`src/rtl/out_port_buffered.sv`:
```
// Buffered output port: a display register fed by a small FIFO, drained by a
// slow consumer through a valid/ready handshake.
module out_port_buffered #(
    parameter int WIDTH = 8,
    parameter int DEPTH = 4,
    parameter int CW    = $clog2(DEPTH + 1)
) (
    input  logic             clk,
    input  logic             rst,
    input  logic             load_en,
    input  logic [WIDTH-1:0] out_port_load,
    input  logic             out_ready,
    output logic [WIDTH-1:0] out_port_out,
    output logic             out_valid,
    output logic             full,
    output logic             empty,
    output logic [CW-1:0]    count,
    output logic             overflow,
    input  logic             ovf_clr
);

    localparam int AW = $clog2(DEPTH);

    logic [WIDTH-1:0] mem [DEPTH];
    logic [AW-1:0]    wr_ptr;
    logic [AW-1:0]    rd_ptr;

    logic             free;
    logic             pop;
    logic             bypass;
    logic             push_req;
    logic             push;
    logic             drop;
    logic [CW-1:0]    count_next;

    // The display register takes the FIFO head first; bypass only when the
    // FIFO is empty, so words always leave in write order.
    always_comb begin
        free       = ~out_valid | out_ready;
        pop        = free & ~empty;
        bypass     = free & empty & load_en;
        push_req   = load_en & ~bypass;
        push       = push_req & (~full | pop);
        drop       = push_req & full & ~pop;
        count_next = count + CW'(push) - CW'(pop);
    end

    always_ff @(posedge clk) begin
        if (rst) begin
            out_port_out <= '0;
            out_valid    <= 1'b0;
            wr_ptr       <= '0;
            rd_ptr       <= '0;
            count        <= '0;
            full         <= 1'b0;
            empty        <= 1'b1;
            overflow     <= 1'b0;
        end else begin
            if (pop) begin
                out_port_out <= mem[rd_ptr];
                out_valid    <= 1'b1;
                rd_ptr       <= rd_ptr + AW'(1);
            end else if (bypass) begin
                out_port_out <= out_port_load;
                out_valid    <= 1'b1;
            end else if (free) begin
                out_valid    <= 1'b0;
            end

            if (push) begin
                wr_ptr <= wr_ptr + AW'(1);
            end

            count <= count_next;
            full  <= (count_next == CW'(DEPTH));
            empty <= (count_next == '0);

            // A drop in the same cycle as a clear wins, so no drop goes unseen.
            if (drop) begin
                overflow <= 1'b1;
            end else if (ovf_clr) begin
                overflow <= 1'b0;
            end
        end
    end

    always_ff @(posedge clk) begin
        if (push) begin
            mem[wr_ptr] <= out_port_load;
        end
    end

endmodule

```
`config.mk`:
```
export PLATFORM = sky130hd
export DESIGN_NAME = out_port_buffered
export DESIGN_NICKNAME = d
export VERILOG_FILES = /design/src/rtl/out_port_buffered.sv
export SDC_FILE = /design/constraint.sdc
export NUM_CORES = 1
export LEC_CHECK = 0
export CORE_MARGIN = 3
export CORE_UTILIZATION = 55
export CTS_BUF_LIST = sky130_fd_sc_hd__clkbuf_8
export CTS_CLUSTER_SIZE = 20
export DETAILED_ROUTE_END_ITERATION = 8
export PLACE_DENSITY = 0.89
export SLEW_MARGIN = 30
export SYNTH_ARGS = -nofsm -noshare
export SYNTH_HDL_FRONTEND = slang
export SYNTH_SLANG_ARGS = --single-unit
```
`constraint.sdc`:
```
create_clock -name clk -period 3.1 [get_ports clk]
set_input_delay 0.465 -clock clk [delete_from_list [all_inputs] [get_ports clk]]
set_output_delay 0.465 -clock clk [all_outputs]
set_load 0.1 [all_outputs]
```
# After elaboration in Yosys (flattened, before gate mapping)
# Memory sizes are Yosys's and may differ from the RTL's. A register that Yosys moved wholly into a read port is not among the register bits.
# Index checks and enable logic that the tools add are counted.
op_classes:
  n_addsub: 4
  n_bitwise: 14
  n_eq_ne: 1
  mux: 11
  reduce_logical: 4
op_table:
  columns: ["op", "n"]
  rows:
  - ["8-bit 2-to-1 mux", 2]
  - ["1-bit bitwise AND", 7]
  - ["1-bit 2-to-1 mux", 7]
  - ["1-bit NOT", 5]
  - ["2-bit by 1-bit adder with 2-bit output, second input constant", 2]
  - ["2-bit 2-to-1 mux", 2]
  - ["2-bit nonzero test", 2]
  - ["3-bit by 1-bit adder with 3-bit output", 1]
  - ["3-bit equality test, second input constant", 1]
  - ["3-bit logical NOT", 1]
  - ["3-bit nonzero test", 1]
  - ["3-bit by 1-bit subtractor with 3-bit output", 1]
  - ["1-bit bitwise OR", 2]
word_totals:
  output_inout_bits: 15
  ramBits: 32
  input_bits: 13
  regBits: 19
  wordCells: 43
  memories: 1
mem_list:
  columns: ["memory", "depth", "width", "rd", "rd_ports_with_merged_regs", "write_ports", "line_no", "source"]
  rows:
  - ["mem", 4, 8, 1, 1, 1, "24", "logic [WIDTH-1:0] mem [DEPTH];"]

# Logic depth before layout (Yosys ltp)
# Gate-level depths: netlist of run 1.
depth:
  word_depth: 10
  ltp_mapped: 11
  depth_no_buf: 11

# Worst setup path after synthesis of run 1
# Ideal clock, no wire load.
synth_timing:
  path_kind: "reg-to-reg"
  from: "register out_valid"
  to: "register full"
  path_slack_ns: 0.181
  n_path_buf: 0
  t_arrival_ns: 2.804
  period_less_slack_ns: 2.919
  setup_time_ns: 0.116
  stages_incl_launch_ff: 12
  t_required_ns: 2.984
  cell_sequence: "dfxtp_1 -> nand2b_2 -> a211oi_4 -> inv_1 -> ha_1 -> inv_1 -> ha_1 -> inv_1 -> fa_1 -> xnor3_1 -> nor2_1 -> and3_1"
synth_between:
  elab_chain_cells: 10
  word_cells_on_any_way: 12
  classes_between: "2 x add/sub; 1 x eq/ne; 9 x bitwise"
synth_rtl:
  columns: ["element", "line_no", "source"]
  rows:
  - ["start, declared", "14", "output logic out_valid,"]
  - ["start signal, assigned", "51", "out_valid <= 1'b0;"]
  - ["start signal, assigned", "61", "out_valid <= 1'b1;"]
  - ["start signal, assigned", "65", "out_valid <= 1'b1;"]
  - ["1-bit NOT *", "39", "free = ~out_valid | out_ready;"]
  - ["1-bit bitwise OR *", "39", null]
  - ["1-bit bitwise AND (2 in a row)", "41", "bypass = free & empty & load_en;"]
  - ["1-bit NOT", "42", "push_req = load_en & ~bypass;"]
  - ["1-bit bitwise AND", "42", null]
  - ["1-bit bitwise AND", "43", "push = push_req & (~full | pop);"]
  - ["3-bit by 1-bit adder with 3-bit output", "45", "count_next = count + CW'(push) - CW'(pop);"]
  - ["3-bit by 1-bit subtractor with 3-bit output *", "45", null]
  - ["3-bit equality test *", "75", "full <= (count_next == CW'(DEPTH));"]
  - ["end signal, assigned", "75", null]
  - ["end, declared", "15", "output logic full,"]
# Mark *: on every way between the ends. The rest lies on a longest branch, timed or not.
# A chain may end at the register's enable or synchronous reset.

# Worst setup path in the final report of run 1
layout_timing:
  from: "input out_ready"
  to: "register full"
layout_between:
  elab_chain_cells: 9
  word_cells_on_any_way: 11
  classes_between: "2 x add/sub; 1 x eq/ne; 8 x bitwise"
layout_rtl:
  columns: ["element", "line_no", "source"]
  rows:
  - ["start, declared", "12", "input logic out_ready,"]
  - ["1-bit bitwise OR *", "39", null]
  - ["1-bit bitwise AND (2 in a row)", "41", null]
  - ["1-bit NOT", "42", null]
  - ["1-bit bitwise AND", "42", null]
  - ["1-bit bitwise AND", "43", null]
  - ["3-bit by 1-bit adder with 3-bit output", "45", null]
  - ["3-bit by 1-bit subtractor with 3-bit output *", "45", null]
  - ["3-bit equality test *", "75", null]
# Marked as above.

==> run summary, run 1 <==
OUTCOME
----------------------------------------------------------------------------------
Result of the run                                                     finished clean

CELLS AND AREA
----------------------------------------------------------------------------------
FF/Latch Area                                                           1380 sq um
Share of final-layout standard cells stronger than drive strength 1          22.0%
Count of fill cells added during filler insertion                              252
Post-layout instance area                                               2580 sq um
Net count reported at finish                                                   201
P&R area growth vs syn                                                       18.5%
Antenna cell count                                                               0
Area taken by multi-input logic gates                                    668 sq um
Post-layout util                                                             69.1%

CRITICAL PATH
----------------------------------------------------------------------------------
Slowest CP cell                                                       clkdlybuf4s50_1
Critical path data arrival time                                            2770 ps
Maximum cell stage delay along the critical path                            480 ps
Worst-path cell chain                                                 clkdlybuf4s50_1, and3b_1, a211oi_4, inv_1, ha_1, inv_1, ha_1, inv_1, fa_1, xnor3_1, nor2_1, and3_1
Category of the critical setup timing path                                  in2reg
Worst Path Required                                                        3310 ps
Sort of element at the end of the critical path                           register
Top cell family by delay on the critical path                          adder cells
Maximum fanout along the worst path                                              3
Total buffers and inverters traversed by the critical path                       4
Worst Setup Start Kind                                                   input pin
Cell repeated most along the worst path                                      inv_1

CLOCK TREE
----------------------------------------------------------------------------------
Clock transition at path regs                                                90 ps
Number of gates given a new drive strength after cts                             0
Post-cts hold buffer count                                                       0
Insertion delay to the later sink of the worst-skew pair                    300 ps
Largest buffer count on any clock path                                           2
Number of H-tree branching levels                                                2
Number of setup buffers added after CTS                                          0
Root Buffer                                                               clkbuf_8
Clock Sinks                                                                     53
CTS Buf Count                                                                    5
TritonCTS clock tree                                                           yes

STA
----------------------------------------------------------------------------------
Slew of the pin with the lowest slew margin                                 674 ps
Maximum clock skew at final layout                                         8.72 ps
Final critical delay including setup and external delays                   2560 ps
Hold violation total from the final report                                       0
Final worst-path setup slack                                                543 ps
Part of the cycle the worst path needs                                       82.5%
Highest clock rate                                                       0.391 GHz
Slew margin rel.                                                             55.0%
Final number of setup-violating endpoints                                        0
Max Slew Vio Count                                                               0
Post-Route Setup TNS                                                          0 ps
RSZ-0062 raised after global routing                                            no

LOGIC SYNTHESIS
----------------------------------------------------------------------------------
Sequential fraction of the synthesis area                                    63.3%
Top post-synthesis cells by count                                     32 x edfxtp_1, 25 x inv_1, 21 x dfxtp_1
Largest area contributor in the synthesized netlist                       edfxtp_1
Count of warnings emitted by yosys                                               0
Share of Yosys cell area claimed by the top area cell type                   44.0%
Most instantiated library cell after synthesis                            edfxtp_1
Average instance area after synthesis                                   14.4 sq um
Yosys reg bits                                                                  53
Number of enable flip-flop cells after synthesis                                32
Post-synth ARST share                                                           0%
Commonest register cell after synthesis                                   edfxtp_1
Cells taking the most area after synthesis                            edfxtp_1 44%, dfxtp_1 19%, mux4_2 8.3%
Count of mapped cells out of synthesis                                         152
Post-Synthesis Cell Area                                                2180 sq um
Unique masters post-synth                                                       35
Post-synth net total                                                           172

POWER
----------------------------------------------------------------------------------
Total power per unit cell area                                         999 nW/um^2
Lkg Pwr                                                                   0.979 nW
Worst VDD drop                                                            0.477 mV

ROUTING
----------------------------------------------------------------------------------
Total vias in the final route                                                 1303
Count of TritonRoute iterations in the first routing pass                        4
Post-route DRC                                                                   0
Final routed wire length divided by cell count                             17.5 um
Via/cell ratio                                                                5.67
Post-detailed-routing wire length                                          4.03 mm
Initial detailed-routing violation count                                       100
Final antenna-violating net count                                                0

GLOBAL ROUTE
----------------------------------------------------------------------------------
Via count of the first global-routing pass                                    1347
Total global routing track utilization                                       19.9%
Pin count of the biggest net entering global routing                            19
Wire length of the first global-routing pass                               6.56 mm
Overflow left after global routing                                               0
Initial antenna violation count                                                  0

DIE
----------------------------------------------------------------------------------
Horizontal die dimension                                                   69.0 um
Die area                                                                4760 sq um
Die Span Y                                                                 69.0 um
Number of rows created at floorplan                                             22
Top Ports                                                                       28
Area of the placeable core                                              3740 sq um
Starting Density                                                             58.3%

PLACEMENT
----------------------------------------------------------------------------------
Count of input and output buffers                                               27
Routability cong.                                                            0.740
Half-perimeter wire length after detailed placement                        2.84 mm
Minimum setup slack after placement                                         202 ps
Post-detailed-placement cell area                                       2450 sq um

HOLD PATH
----------------------------------------------------------------------------------
Class of the tightest hold or removal check                                reg2reg

RUN
----------------------------------------------------------------------------------
Number of max-cap violations                                                     0

sequential cells by signal (all words and copies together), names as in the netlist, named ones only:
| signal | cells |
|---|---|
| count | 3 |
| wr_ptr | 2 |
| out_port_out | 8 |
| out_valid | 1 |
| mem | 32 |
| full | 1 |
| overflow | 1 |
| empty | 1 |
| rd_ptr | 2 |
worst reg2reg max path: stages (launching register included):
cell and delay, ps:
dfxtp_1 760, a211oi_4 140, inv_1 90, ha_1 220, inv_1 50, ha_1 130, inv_1 50, fa_1 360
xnor3_1 200, nor2_1 60, and3_1 210
final timing paths:
kind / from / end / slack, ps / cells after the start
max reg2reg: empty / full / 740 / 10
max: out_ready / full / 540 / 12
min: out_port_out[1] / out_port_out[1] / 500 / 2
min reg2reg: out_port_out[1] / out_port_out[1] / 500 / 2
cell type report:
class | count | area share (%)
sequential | 53 | 53.4
multi-input combinational | 67 | 25.8
timing repair buffer | 29 | 9.58
inverter | 25 | 3.63
clock buffer | 5 | 2.66
clock inverter | 3 | 2.52
tap | 48 | 2.32
layer usage:
metal | vias to the layer above | track usage [%] | wire length [um]
met1 | 655 | 23.9 | 1630
met3 | 9 | 4.05 | 174
met2 | 31 | 34.4 | 2140
met4 | 0 | 9.25 | 82
met5 | - | 0 | 0
li1 | 608 | - | -
cells in the final DEF (no fill, tap or decap), drive strengths merged, types with 2 or more instances in the layout:
cell type / synthesis / final
nor2: 8 / 8
buf: 4 / 17
bufinv: 0 / 2
edfxtp: 32 / 32
nand2b: 4 / 4
ha: 6 / 6
dfxtp: 21 / 21
or3: 2 / 2
o221ai: 8 / 8
a21oi: 4 / 4
clkbuf: 3 / 5
inv: 25 / 25
nand4: 8 / 8
mux4: 8 / 8
clkdlybuf4s50: 0 / 12
and2: 4 / 4
stage by stage:
stage,hold slack [ps],power (mW),instances
floorplan,453,1.84,152
global placement,463,2.02,222
detailed placement,499,2.07,222
CTS,513,2.60,230
global route,533,2.71,230
finish,503,2.58,230
power breakdown:
group	internal (mW)	switching, mW
Combinational	0.311	0.725
Clock	0.320	0.216
Sequential	0.882	0.129
Total	1.51	1.07
cell families (layout without fill, tap and decap cells):
kind of cell,Yosys count,count (layout),synth area share (%)
XOR/XNOR,1,1,1.03
adder cells (fa/ha/maj),7,7,4.36
AND/OR/NAND/NOR,31,31,8.49
flip-flops,53,53,63.3
AO/OA/AOI/OAI,18,18,7.51
buffers and inverters,32,62,6.08
multiplexers,10,10,9.23
Note: power is estimated with default switching activity, not from simulation.
==> run 2: changes to the inputs <==
Settings changed: CORE_UTILIZATION 55 to 51, PLACE_DENSITY 0.89 to 0.87.
Clock period 3.1 ns to 2.05 ns, I/O delays scaled along.
==> run 2 against run 1 <==
Register-to-register slack worse by 890 ps. Die area is 7.2% higher. Setup slack got worse by 690 ps. Largest power group unchanged. The flow now finishes with violations (negative setup slack). Sequential cell count unchanged. Final cell count is 8.7% higher. Worst hold slack gained 14 ps.
==> run summary, run 2 (synthesis gave the netlist of run 1 again) <==
GLOBAL ROUTE
----------------------------------------------------------------------------------
Initial antenna violation count                                                  0   unchanged
Pin count of the biggest net entering global routing                            17   -2
Wire length of the first global-routing pass                               7.21 mm   +9.9%
Via count of the first global-routing pass                                    1530   +14%
Total global routing track utilization                                       18.9%   -1.1 points
Overflow left after global routing                                               0   unchanged

CELLS AND AREA
----------------------------------------------------------------------------------
Max FFs per register                                                            32   unchanged
Post-layout instance area                                               2700 sq um   +4.3%
Net count reported at finish                                                   219   +9.0%
Final cell count without fillers                                               250   +8.7%
FF/Latch Area                                                           1390 sq um   +0.82%
Commonest non-fill, non-tap cell in the layout                               buf_4
Most frequent cells in the layout                                     35 x buf_4, 32 x edfxtp_1, 24 x inv_1
Antenna cell count                                                               0   unchanged
Area taken by multi-input logic gates                                    679 sq um   +1.7%
Register ranked first by flip-flop count                                       mem
Count of fill cells added during filler insertion                              279   +11%
Share of final-layout standard cells stronger than drive strength 1          32.5%   +11 points
Largest registers in the final layout                                 mem (32), out_port_out (8), count (3)
P&R area growth vs syn                                                       23.5%

CLOCK TREE
----------------------------------------------------------------------------------
Insertion delay to the later sink of the worst-skew pair                    310 ps   about the same
Clock Sinks                                                                     53   unchanged
Number of setup buffers added after CTS                                          0   unchanged
CTS Buf Count                                                                    5   unchanged
Largest buffer count on any clock path                                           2   unchanged
Post-cts hold buffer count                                                       0   unchanged
Root Buffer                                                               clkbuf_8
Number of H-tree branching levels                                                2   unchanged
TritonCTS clock tree                                                           yes
Clock transition at path regs                                               100 ps   about the same

ROUTING
----------------------------------------------------------------------------------
Post-route DRC                                                                   0   unchanged
Count of TritonRoute iterations in the first routing pass                        4   unchanged
Final routed wire length divided by cell count                             17.4 um   -0.95%
Highest metal layer used by the detailed router                               met4
Post-detailed-routing wire length                                          4.34 mm   +7.7%
Initial detailed-routing violation count                                        69   -31%
Final antenna-violating net count                                                0   unchanged
Total vias in the final route                                                 1381   +6.0%
Post-route met1 wirelength                                                 1.72 mm   +5.0%
Via/cell ratio                                                                5.52   -2.5%
WL met2                                                                    2.39 mm   +11%
WL met3                                                                     191 um   +9.8%

CRITICAL PATH
----------------------------------------------------------------------------------
Slowest CP cell                                                            dfxtp_4
Maximum cell stage delay along the critical path                            370 ps   -110 ps
Total buffers and inverters traversed by the critical path                       3   -1
Critical path data arrival time                                            2450 ps   -320 ps
Worst Path Required                                                        2300 ps   -1010 ps
Worst Setup Start Kind                                                    register
Cell repeated most along the worst path                                      inv_1
Top cell family by delay on the critical path                          adder cells
Worst-path cell chain                                                 and3b_2, a211oi_4, inv_1, ha_1, inv_1, ha_1, inv_1, fa_2, xnor3_1, nor2_2, and3_1
Maximum fanout along the worst path                                              3   unchanged
Category of the critical setup timing path                                 reg2reg
Sort of element at the end of the critical path                           register

POWER
----------------------------------------------------------------------------------
Lkg Pwr                                                                    1.06 nW   +7.7%
Total power after layout                                                   3.82 mW   +48%
Worst VDD drop                                                             1.08 mV   +130%
Total power per unit cell area                                        1420 nW/um^2   +42%

STA
----------------------------------------------------------------------------------
Slew of the pin with the lowest slew margin                                 417 ps   -257 ps
Final critical delay including setup and external delays                   2200 ps
Final number of setup-violating endpoints                                        2   +2
Max Slew Vio Count                                                               0   unchanged
Hold violation total from the final report                                       0   unchanged
Final worst-path setup slack                                               -150 ps   -692 ps
Maximum clock skew at final layout                                         12.3 ps   +3.55 ps
Part of the cycle the worst path needs                                        107%
Worst hold-check slack                                                      517 ps   +13.6 ps
Slew margin rel.                                                             72.2%   +17 points
RSZ-0062 raised after global routing                                           yes
Highest clock rate                                                       0.455 GHz

PLACEMENT
----------------------------------------------------------------------------------
Count of input and output buffers                                               27   unchanged
Cell total after placement                                                     242   +9.0%
Post-detailed-placement cell area                                       2610 sq um   +6.4%
Routability cong.                                                            0.742   +0.27%
Half-perimeter wire length after detailed placement                        3.26 mm   +15%

HOLD PATH
----------------------------------------------------------------------------------
Class of the tightest hold or removal check                                reg2reg

OUTCOME
----------------------------------------------------------------------------------
Violations in the final reports                                       negative setup slack
Result of the run                                                     complete, but fails checks

RUN
----------------------------------------------------------------------------------
Number of max-cap violations                                                     0   unchanged

DIE
----------------------------------------------------------------------------------
Area of the placeable core                                              4060 sq um   +8.4%
Die area                                                                5100 sq um   +7.2%
Number of rows created at floorplan                                             23   +4.5%
Die Span Y                                                                 71.4 um   +3.5%
Top Ports                                                                       28   unchanged
Horizontal die dimension                                                   71.4 um   +3.5%
Starting Density                                                             53.8%   -4.5 points

-- run 2: cell types whose count changed in the layout (fill, tap and decap cells not counted), sizes merged --
cell           before  now
buf                17   35
bufinv              2    0
clkdlybuf4s50      12   10
dlygate4sd2         0    2
clkinv              1    2
clkinvlp            0    1
-- run 2: per-stage QoR --
step / setup WS [ps] / TNS (ps) / utilization (%)
floorplan: -286 / -805 / -
global placement: -511 / -1690 / 64.3
detailed placement: -688 / -2330 / 64.3
CTS: -197 / -340 / 66.4
global route: -268 / -658 / 66.4
finish: -150 / -239 / 66.4
-- run 2: worst reg2reg max path: cells and delay by family, from the launching register on --
family                     cells  cell delay [ps]
AOI/OAI and AO/OA              1              160
adders and majority gates      3              730
DFF                            1              370
and+or+nand+nor                3              510
buffers and inverters          3              170
xor gates and xnor gates       1              190
-- run 2: cell type report --
type	count	area share, %
clock buffer	5	2.55
clock inverter	3	0.650
inverter	25	3.48
multi-input combinational	67	25.2
sequential	53	51.7
tap	50	2.32
timing repair buffer	47	14.1
-- run 2: repair_timing --
| action | in CTS | in global routing |
|---|---|---|
| pin swaps | 3 | 1 |
| gates resized for setup | 5 | 0 |
| setup endpoints to repair | 4 | 4 |
| cloned | 0 | 0 |
-- run 2: path summary, 6_finish.rpt --
| kind | start | endpoint | slack, ps | cells after the start |
|---|---|---|---|---|
| setup reg to reg | out_valid | full | -150 | 11 |
| hold / removal | out_port_out[1] | out_port_out[1] | 520 | 2 |
| hold reg to reg | out_port_out[1] | out_port_out[1] | 520 | 2 |
| setup / recovery | out_valid | full | -150 | 11 |
-- run 2: power by group --
part	switching (mW)	internal [mW]
combinational	1.22	0.566
clock	0.335	0.236
sequential	0.115	1.35
-- run 2: routing by layer --
layer  global-route usage (%)  vias up
li1                         -      641
met1                     21.2      700
met2                     33.9       35
met3                     5.19        5
met4                     7.31        0
met5                        0        -
==> run 3: changes to the inputs <==
Settings changed: CORE_MARGIN 3 to not set, PLACE_DENSITY 0.87 to 0.76, REMOVE_ABC_BUFFERS set to 1.
==> run 3 against run 2 <==
The run still ends with negative setup slack left. Largest power group unchanged. Sequential power about the same. Setup slack got worse by 75 ps. Critical path type unchanged. Power increased by 6.9%.
==> run summary, run 3 (synthesis gave the netlist of run 1 again) <==
CELLS AND AREA
----------------------------------------------------------------------------------
Max FFs per register                                                            32   unchanged
Net count reported at finish                                                   218   -0.46%
Register ranked first by flip-flop count                                       mem
Largest registers in the final layout                                 mem (32), out_port_out (8), count (3)
Post-layout util                                                             68.4%   +2.0 points
Share of final-layout standard cells stronger than drive strength 1          33.2%   +0.67 points
Commonest non-fill, non-tap cell in the layout                            edfxtp_1
Antenna cell count                                                               0   unchanged
P&R area growth vs syn                                                       27.2%
Most frequent cells in the layout                                     32 x edfxtp_1, 31 x buf_4, 22 x inv_1

CRITICAL PATH
----------------------------------------------------------------------------------
Critical path data arrival time                                            2530 ps   +80 ps
Slowest CP cell                                                            dfxtp_4
Register-to-register setup slack                                           -230 ps   -80 ps
R2R Path End                                                                  full
Category of the critical setup timing path                                 reg2reg
Worst setup path start                                                   out_valid
Sort of element at the end of the critical path                           register
Maximum fanout along the worst path                                              4   +1
Worst-path cell chain                                                 and3b_2, a211oi_4, inv_2, ha_4, inv_4, ha_4, inv_2, fa_2, xnor3_1, nor2_2, and3_1
Beginning of the worst register-to-register path                         out_valid
Worst Setup Start Kind                                                    register
Cell count of the worst reg-to-reg path                                         11   unchanged
Maximum cell stage delay along the critical path                            360 ps   about the same
Worst Path Required                                                        2300 ps   about the same

DIE
----------------------------------------------------------------------------------
Area of the placeable core                                              4060 sq um   unchanged
Number of rows created at floorplan                                             23   unchanged
Die Span Y                                                                 67.4 um   -5.6%
Starting Density                                                             53.8%   unchanged
Top Ports                                                                       28   unchanged
Die area                                                                4540 sq um   -11%
Horizontal die dimension                                                   67.4 um   -5.6%

HOLD PATH
----------------------------------------------------------------------------------
Hold Crit Depth                                                                  2   unchanged
Class of the tightest hold or removal check                                reg2reg
Terminating pin of the worst hold path                                out_port_out[0]
Worst min-delay path startpoint                                       out_port_out[0]

GLOBAL ROUTE
----------------------------------------------------------------------------------
Initial antenna violation count                                                  0   unchanged
Pin count of the biggest net entering global routing                            17   unchanged
Wire length of the first global-routing pass                               6.58 mm   -8.8%
Total global routing track utilization                                       21.2%   +2.4 points
Via count of the first global-routing pass                                    1347   -12%
Overflow left after global routing                                               0   unchanged

CLOCK TREE
----------------------------------------------------------------------------------
Largest buffer count on any clock path                                           2   unchanged
TritonCTS clock tree                                                           yes
Insertion delay to the later sink of the worst-skew pair                    310 ps   about the same
Number of H-tree branching levels                                                2   unchanged
Clock Sinks                                                                     53   unchanged
CTS Buf Count                                                                    5   unchanged
Clock transition at path regs                                                90 ps   about the same
Root Buffer                                                               clkbuf_8

STA
----------------------------------------------------------------------------------
Max Slew Vio Count                                                               0   unchanged
RSZ-0062 raised after global routing                                           yes
Maximum clock skew at final layout                                         5.67 ps   -6.60 ps
Slew of the pin with the lowest slew margin                                 595 ps   +178 ps
Hold violation total from the final report                                       0   unchanged
Final number of setup-violating endpoints                                        3   +1
Slew margin rel.                                                             60.3%   -12 points
Highest clock rate                                                       0.440 GHz   -3.3%
Final worst-path setup slack                                               -225 ps   -75.2 ps
Final critical delay including setup and external delays                   2280 ps   +75.2 ps
Part of the cycle the worst path needs                                        111%   +3.7 points

ROUTING
----------------------------------------------------------------------------------
WL met2                                                                    2.30 mm   -3.6%
WL met3                                                                     148 um   -23%
Total vias in the final route                                                 1368   -0.94%
Count of TritonRoute iterations in the first routing pass                        4   unchanged
Post-route DRC                                                                   0   unchanged
Via/cell ratio                                                                5.49   -0.54%
Final routed wire length divided by cell count                             17.1 um   -1.3%
Highest metal layer used by the detailed router                               met4
Post-route met1 wirelength                                                 1.74 mm   +1.7%
Initial detailed-routing violation count                                        91   +32%
Final antenna-violating net count                                                0   unchanged
Post-detailed-routing wire length                                          4.27 mm   -1.7%

OUTCOME
----------------------------------------------------------------------------------
Result of the run                                                     complete, but fails checks
Violations in the final reports                                       negative setup slack

POWER
----------------------------------------------------------------------------------
Total power after layout                                                   4.08 mW   +6.9%
Worst VDD drop                                                            0.870 mV   -19%
Total power per unit cell area                                        1470 nW/um^2   +3.8%
Lkg Pwr                                                                    1.08 nW   +2.0%

PLACEMENT
----------------------------------------------------------------------------------
Routability cong.                                                            0.746   +0.51%
Half-perimeter wire length after detailed placement                        2.99 mm   -8.1%
Count of input and output buffers                                               27   unchanged

RUN
----------------------------------------------------------------------------------
Number of max-cap violations                                                     0   unchanged

==> run 3: cell count changes in the layout (fill, tap and decap cells not counted) <==
cell,before,now
clkbuf_8,5,6
clkinvlp_4,1,0
dfxtp_4,3,1
dfxtp_1,18,20
ha_4,0,2
bufinv_16,0,1
buf_4,35,31
ha_1,6,4
clkinv_2,2,0
inv_4,0,1
buf_12,0,3
inv_1,24,22
inv_2,1,3
==> run 3: worst max-delay path by stage <==
stage               slack (ps)  cells after the start   end
floorplan                -1040                     11  full
global placement          -590                     12  full
detailed placement        -780                     12  full
CTS                       -230                     11  full
global route              -310                     11  full
finish                    -230                     11  full
==> run 3: final cells by class <==
cell class / count / area (sq um)
well taps: 50 / 62.6
repair buffers: 46 / 410
inverters: 25 / 96.3
multi-input cells: 67 / 704
flip-flops and latches: 53 / 1390
fillers: 285 / 1280
clock buffers: 6 / 82.6
clock inverters: 2 / 33.8
==> run 3: routing by layer <==
layer  vias up  global-route usage, %
met1       684                   24.9
met2        32                   36.1
met4         0                   10.1
met5         -                      0
met3         7                   5.57
li1        645                      -
==> run 3: worst max-delay path, delay by kind of cell (launching register included) <==
kind	cells	cell delay, ps
and+or+nand+nor	3	570
AOI/OAI and AO/OA	1	240
xor gates and xnor gates	1	220
adders and majority gates	3	680
buffers and inverters	3	150
DFF	1	360
==> run 3: per-stage QoR <==
step | instances | instance area [sq um] | worst slack, ps | hold slack, ps | TNS (ps)
5_1_grt | 249 | 2780 | -309 | 531 | -725
6_report | 249 | 2780 | -225 | 521 | -484
3_3_place_gp | 239 | 2600 | -589 | 462 | -1960
3_5_place_dp | 239 | 2600 | -778 | 505 | -2800
2_1_floorplan | 145 | 2140 | -1040 | 374 | -12910
4_1_cts | 248 | 2740 | -226 | 524 | -472
==> run 3: where the power goes <==
group | leakage [nW] | switching (mW) | internal [mW] | total [mW]
Combinational | 0.549 | 1.26 | 0.645 | 1.90
Sequential | 0.465 | 0.126 | 1.33 | 1.46
Clock | 0.0626 | 0.323 | 0.393 | 0.716
==> run 3: timing repair <==
item                       4_1_cts  5_1_grt
setup buffers                    1        1
setup endpoints to repair        4        4
pin swaps                        3        6
resized for setup                9        7
hold buffers                     0        0
